[src/rtl/uart_tx_pkg.sv]
// Shared constants and types for the memory-mapped UART transmitter.
package uart_tx_pkg;

  // Placement of the UART window in the SoC address map.
  localparam logic [31:0] uart_base_addr = 32'h1000_0000;
  localparam logic [31:0] uart_top_addr  = 32'h1000_000F;

  // Register byte offsets within the UART window.
  localparam logic [3:0] uart_txdata_off = 4'h0;
  localparam logic [3:0] uart_status_off = 4'h4;
  localparam logic [3:0] uart_baud_off   = 4'h8;

  // Serialiser states.
  typedef enum logic [1:0] {
    tx_idle  = 2'd0,
    tx_start = 2'd1,
    tx_data  = 2'd2,
    tx_stop  = 2'd3
  } tx_state_t;

endpackage

[src/rtl/uart_fifo.sv]
// Byte FIFO between the bus write port and the serialiser.
module uart_fifo #(
  parameter int depth = 8,
  parameter int width = 8
) (
  input  logic                       clock,
  input  logic                       reset,
  input  logic                       push,
  input  logic                       pop,
  input  logic [width-1:0]           wdata,
  output logic [width-1:0]           rdata,
  output logic                       full,
  output logic                       empty,
  output logic [$clog2(depth):0]     count
);
  localparam int aw = $clog2(depth);

  logic [width-1:0] mem [depth];
  logic [aw-1:0]    wr_ptr_reg;
  logic [aw-1:0]    rd_ptr_reg;
  logic [aw:0]      count_reg;
  logic             do_push;
  logic             do_pop;

  // A push into a full FIFO only succeeds when a pop frees a slot that cycle.
  assign do_pop  = pop && !empty;
  assign do_push = push && (!full || do_pop);

  assign full  = (count_reg == (aw+1)'(depth));
  assign empty = (count_reg == '0);
  assign count = count_reg;
  assign rdata = mem[rd_ptr_reg];

  // Storage array, no reset so it can map onto RAM primitives.
  always_ff @(posedge clock) begin
    if (do_push) mem[wr_ptr_reg] <= wdata;
  end

  // Pointers wrap naturally because depth is a power of two.
  always_ff @(posedge clock) begin
    if (reset) begin
      wr_ptr_reg <= '0;
      rd_ptr_reg <= '0;
      count_reg  <= '0;
    end else begin
      if (do_push) wr_ptr_reg <= wr_ptr_reg + 1'b1;
      if (do_pop)  rd_ptr_reg <= rd_ptr_reg + 1'b1;
      case ({do_push, do_pop})
        2'b10:   count_reg <= count_reg + 1'b1;
        2'b01:   count_reg <= count_reg - 1'b1;
        default: count_reg <= count_reg;
      endcase
    end
  end
endmodule

[src/rtl/uart_tx.sv]
// Memory-mapped 8N1 UART transmitter: bus registers, TX FIFO and serialiser.
module uart_tx
  import uart_tx_pkg::*;
#(
  parameter int fifo_depth   = 8,
  parameter int clks_per_bit = 868
) (
  input  logic        clock,
  input  logic        reset,
  input  logic        uart_valid,
  input  logic        uart_instr,
  input  logic [31:0] uart_addr,
  input  logic [31:0] uart_wdata,
  input  logic [3:0]  uart_wstrb,
  output logic [31:0] uart_rdata,
  output logic        uart_ready,
  output logic        uart_txd,
  output logic        uart_irq
);
  localparam int cw = $clog2(fifo_depth) + 1;

  logic [3:0]  reg_off;
  logic        bus_write;
  logic        txdata_push;
  logic        fifo_pop;
  logic        fifo_full;
  logic        fifo_empty;
  logic [7:0]  fifo_rdata;
  logic [cw-1:0] fifo_count;
  logic [31:0] count_ext;
  logic [3:0]  count_sat;
  logic [31:0] rd_data;
  logic [15:0] baud_wr_val;

  logic        ready_reg;
  logic [31:0] rdata_reg;
  logic        overflow_reg;
  logic [15:0] baud_reg;

  tx_state_t   state_reg, state_next;
  logic [15:0] cnt_reg, cnt_next;
  logic [15:0] div_reg, div_next;
  logic [2:0]  bit_reg, bit_next;
  logic [7:0]  shift_reg, shift_next;
  logic        txd_reg, txd_next;

  logic        unused_bits;
  assign unused_bits = ^{uart_addr[31:4], uart_addr[1:0], uart_wdata[31:16], uart_wstrb[3:2]};

  // Instruction fetches never write, whatever the strobes say.
  assign reg_off     = {uart_addr[3:2], 2'b00};
  assign bus_write   = uart_valid && !uart_instr && (uart_wstrb != 4'b0000);
  assign txdata_push = bus_write && (reg_off == uart_txdata_off) && uart_wstrb[0];

  uart_fifo #(.depth(fifo_depth), .width(8)) u_fifo (
    .clock (clock),
    .reset (reset),
    .push  (txdata_push),
    .pop   (fifo_pop),
    .wdata (uart_wdata[7:0]),
    .rdata (fifo_rdata),
    .full  (fifo_full),
    .empty (fifo_empty),
    .count (fifo_count)
  );

  assign count_ext = 32'(fifo_count);
  assign count_sat = (count_ext > 32'd15) ? 4'hF : count_ext[3:0];

  // Register read mux and BAUD write merge; zero divisors become 1.
  always_comb begin
    rd_data = '0;
    case (reg_off)
      uart_status_off: rd_data = {24'b0, count_sat, overflow_reg,
                                  (state_reg != tx_idle), fifo_empty, fifo_full};
      uart_baud_off:   rd_data = {16'b0, baud_reg};
      default:         rd_data = '0;
    endcase
    baud_wr_val = {uart_wstrb[1] ? uart_wdata[15:8] : baud_reg[15:8],
                   uart_wstrb[0] ? uart_wdata[7:0]  : baud_reg[7:0]};
    if (baud_wr_val == 16'd0) baud_wr_val = 16'd1;
  end

  // Bus response, overflow flag and BAUD register.
  always_ff @(posedge clock) begin
    if (reset) begin
      ready_reg    <= 1'b0;
      rdata_reg    <= '0;
      overflow_reg <= 1'b0;
      baud_reg     <= 16'(clks_per_bit);
    end else begin
      ready_reg <= uart_valid;
      rdata_reg <= (uart_valid && !bus_write) ? rd_data : 32'd0;
      if (txdata_push && fifo_full && !fifo_pop) begin
        overflow_reg <= 1'b1;
      end else if (bus_write && (reg_off == uart_status_off) &&
                   uart_wstrb[0] && uart_wdata[3]) begin
        overflow_reg <= 1'b0;
      end
      if (bus_write && (reg_off == uart_baud_off) && (uart_wstrb[1:0] != 2'b00)) begin
        baud_reg <= baud_wr_val;
      end
    end
  end

  // Serialiser state register.
  always_ff @(posedge clock) begin
    if (reset) begin
      state_reg <= tx_idle;
      cnt_reg   <= '0;
      div_reg   <= 16'd1;
      bit_reg   <= '0;
      shift_reg <= '0;
      txd_reg   <= 1'b1;
    end else begin
      state_reg <= state_next;
      cnt_reg   <= cnt_next;
      div_reg   <= div_next;
      bit_reg   <= bit_next;
      shift_reg <= shift_next;
      txd_reg   <= txd_next;
    end
  end

  // Serialiser next state; txd is registered from the next state so it never glitches.
  always_comb begin
    state_next = state_reg;
    cnt_next   = cnt_reg;
    div_next   = div_reg;
    bit_next   = bit_reg;
    shift_next = shift_reg;
    fifo_pop   = 1'b0;
    case (state_reg)
      tx_idle: begin
        if (!fifo_empty) begin
          fifo_pop   = 1'b1;
          shift_next = fifo_rdata;
          div_next   = baud_reg;
          cnt_next   = baud_reg - 16'd1;
          state_next = tx_start;
        end
      end
      tx_start: begin
        if (cnt_reg == 16'd0) begin
          cnt_next   = div_reg - 16'd1;
          bit_next   = 3'd0;
          state_next = tx_data;
        end else begin
          cnt_next = cnt_reg - 16'd1;
        end
      end
      tx_data: begin
        if (cnt_reg == 16'd0) begin
          cnt_next   = div_reg - 16'd1;
          shift_next = {1'b0, shift_reg[7:1]};
          if (bit_reg == 3'd7) state_next = tx_stop;
          else                 bit_next   = bit_reg + 3'd1;
        end else begin
          cnt_next = cnt_reg - 16'd1;
        end
      end
      tx_stop: begin
        if (cnt_reg == 16'd0) state_next = tx_idle;
        else                  cnt_next   = cnt_reg - 16'd1;
      end
      default: state_next = tx_idle;
    endcase
    case (state_next)
      tx_start: txd_next = 1'b0;
      tx_data:  txd_next = shift_next[0];
      default:  txd_next = 1'b1;
    endcase
  end

  assign uart_ready = ready_reg;
  assign uart_rdata = rdata_reg;
  assign uart_txd   = txd_reg;
  assign uart_irq   = fifo_empty && (state_reg == tx_idle);
endmodule

[config.mk]
export PLATFORM = sky130hd
export DESIGN_NAME = uart_tx
export DESIGN_NICKNAME = d
export VERILOG_FILES = /design/src/rtl/uart_tx_pkg.sv /design/src/rtl/uart_fifo.sv /design/src/rtl/uart_tx.sv
export SDC_FILE = /design/constraint.sdc
export NUM_CORES = 1
export LEC_CHECK = 0
export CAP_MARGIN = 20
export CORE_ASPECT_RATIO = 0.8
export CORE_MARGIN = 2
export CORE_UTILIZATION = 50
export DETAILED_ROUTE_END_ITERATION = 12
export PLACE_DENSITY = 0.81
export SLEW_MARGIN = 20
export SYNTH_ARGS = -nofsm -noshare
export SYNTH_HDL_FRONTEND = slang
export SYNTH_SLANG_ARGS = --single-unit
[constraint.sdc]
create_clock -name clock -period 2.8 [get_ports clock]
set_input_delay 0.56 -clock clock [delete_from_list [all_inputs] [get_ports clock]]
set_output_delay 0.56 -clock clock [all_outputs]
set_load 0.03 [all_outputs]
==> impl_metrics.ini <==
[status]
status = completed

[timing]
fin_crit_sh_pct = 96.4
slew_headroom_pct = 51.4
drv_slew = 0
fin_crit_ps = 2700
timing_hold_violations_final = 0
skew_ps = 20.2
final-setup-viol-count = 0
worst_slew_pin_slew_ps = 730
fin_ws_ps = 102
max_freq_mhz = 371
hold_ws_ps = 456
rsz0062_at_grt = false

[yosys]
seq_area_frac_synth_pct = 50.1
async_flop_share_pct = 0
avgSynthCellArea_sq_um = 9.92
synth_ff_type = dfxtp_1
synthesis.area_sq_um = 7550
synth_edf_count = 64
synthCells = 761
ys_types = 61
synth-seq-cells = 157
ys_warn_count = 0

[global_route]
grt-ovfl-total = 0
antenna_found_initial = 0
grt_start_max_net_pins = 47
grt_pass1_vias = 5798
grt_pass1_wl_mm = 30.2
track_usage_pct = 24.2

[critical_path]
worstReg2RegEnd = uart_txd
path_max_fanout = 4
crit_slowest_cell = or4_1
rr_worst_depth = 8
startpoint = cnt_reg[0]
cp.arrival_ps = 3010
crit_path_end = uart_txd
max_stage_delay_ps = 590
r2r_start = cnt_reg[0]
path_class = register to register
crit_family = simple AND/OR/NAND/NOR gates
worstPathRequired_ps = 3110
cp-end-kind = register
path_cells = inv_1 -> ha_1 -> or4b_1 -> or4_1 -> a211o_1 -> a221oi_2 -> and3_1 -> o21ai_1
r2r_slack_ps = 100
worst-path-stages = 8
path_buf_inv = 1
cp-start-kind = register

[clock_network]
tritoncts = done
clk_pin_slew_worst_paths_ps = 60
cts_resized = 0
cts_buffers = 17
cts-hold-fix-buffers = 0
cts_setup_buffers = 0
insertion_delay_ps = 440
cts_buffer_depth = 2
clkSinkCount = 157
cts_root_buf = clkbuf_16
htreeDepth = 4

[routing]
vias_per_cell = 5.95
drc = 0
drt_iter0_markers = 784
postRouteAntennaNets = 0
vias = 6105
wirelength_mm = 18.7
post_drt_wl_per_cell_um = 18.2
first_pass_iters = 5

[final_layout]
layout_commonest_cell = nand2_1
fin_nets = 914
largest_reg_flops = 64
area_growth_pct = 18.6
drive_gt1_share_pct = 13.0
num_antenna_cells = 0
largest_register = u_fifo.mem
final_cell_mix = nand2_1, dfxtp_1, edfxtp_1

[floorplan]
fp-row-count = 40
die_x_um = 141
die_area_sq_um = 16100
ios = 107
chipHeight_um = 114
start_util_pct = 50.8
core_area_sq_um = 14900

[worst_hold_path]
min_path_type = register to register

[placement]
place_congestion = 0.929
port_buffers = 44
pre_cts_slack_ps = -42.0
hpwl_mm = 13.0

[flow_run]
cap_viol_max_count = 0

[pwr]
p_per_area_nw_per_um2 = 996
p_leak_nw = 3.27
peakVddDrop_v = 0.000639
[worst min path at each step]
stage                      start      endpoint  slack, ps  cells after the start
floorplan           shift_reg[7]  shift_reg[7]        430                      2
global placement      bit_reg[1]    bit_reg[1]        440                      2
detailed placement    bit_reg[1]    bit_reg[1]        450                      2
CTS                   bit_reg[1]    bit_reg[1]        460                      2
global route        overflow_reg  overflow_reg        480                      2
finish                bit_reg[1]    bit_reg[1]        460                      2
[per-stage QoR]
| stage | setup TNS (ps) | util (%) | instances | total power [W] | cell area [sq um] |
|---|---|---|---|---|---|
| final | 0 | 60.2 | 1026 | 0.00891 | 8950 |
| after global placement | -16.7 | 56.3 | 994 | 0.00655 | 8380 |
| after floorplan | 0 | - | 776 | 0.00553 | 7610 |
| after global routing | 0 | 60.2 | 1026 | 0.00942 | 8950 |
| after CTS | 0 | 60.2 | 1026 | 0.00886 | 8940 |
| after detailed placement | -42.0 | 56.3 | 994 | 0.00664 | 8380 |
[synth_stat cells (9+ instances only)]
| master | count | area share, % |
|---|---|---|
| o211ai_1 | 10 | 0.99 |
| buf_4 | 16 | 1.6 |
| ha_1 | 18 | 3.0 |
| nor3_1 | 21 | 1.4 |
| nor4_1 | 17 | 1.4 |
| mux2i_1 | 10 | 1.3 |
| inv_1 | 19 | 0.95 |
| nand2_1 | 103 | 5.1 |
| nor2_1 | 61 | 3.0 |
| and2_1 | 11 | 0.91 |
| a22oi_1 | 9 | 0.90 |
| a21oi_1 | 63 | 4.2 |
| xor2_1 | 20 | 2.3 |
| mux4_2 | 16 | 4.8 |
| dfxtp_1 | 93 | 25 |
| edfxtp_1 | 64 | 25 |
| nand3_1 | 16 | 1.1 |
| xnor2_1 | 21 | 2.4 |
| o21ai_0 | 10 | 0.66 |
| clkbuf_1 | 44 | 2.2 |
[layout make-up]
class	count	area (sq um)
well taps	189	236
fillers	1185	5920
inverters	20	75.1
clock inverters	12	110
repair buffers	97	843
clock buffers	20	457
multi-input cells	531	3440
flip-flops and latches	157	3780
[power breakdown]
part           switching [W]  leakage (nW)  internal (W)  total [W]
Sequential          0.000266          1.33       0.00263    0.00289
Combinational        0.00225          1.67       0.00157    0.00382
Clock               0.000928         0.271       0.00127    0.00220
[worst register-to-register path: cells and delay by family, from the launching register on]
kind | cells | cell delay, ps
flops | 1 | 310
compound gates | 3 | 780
simple gates | 3 | 1240
buf+inv | 1 | 80
fa+ha+maj | 1 | 170
[logic make-up (layout without fill, tap and decap cells)]
group,Yosys count,in the layout,synth area share [%]
xor+xnor,41,41,4.76
other cells,1,16,0.0497
compound gates,150,150,12.9
mux,27,27,6.25
simple gates,279,279,17.6
fa+ha+maj,18,18,2.98
buf+inv,88,149,5.22
flops,157,157,50.1
[per-layer routing]
metal | up-vias | share of wire, % | GRT usage [%]
li1 | 2847 | - | -
met1 | 2938 | 45 | 34.8
met2 | 290 | 44 | 36.4
met3 | 30 | 9.7 | 6.09
met4 | 0 | 1.4 | 7.20
met5 | - | 0 | 0
(Power assumes the default switching activity.)
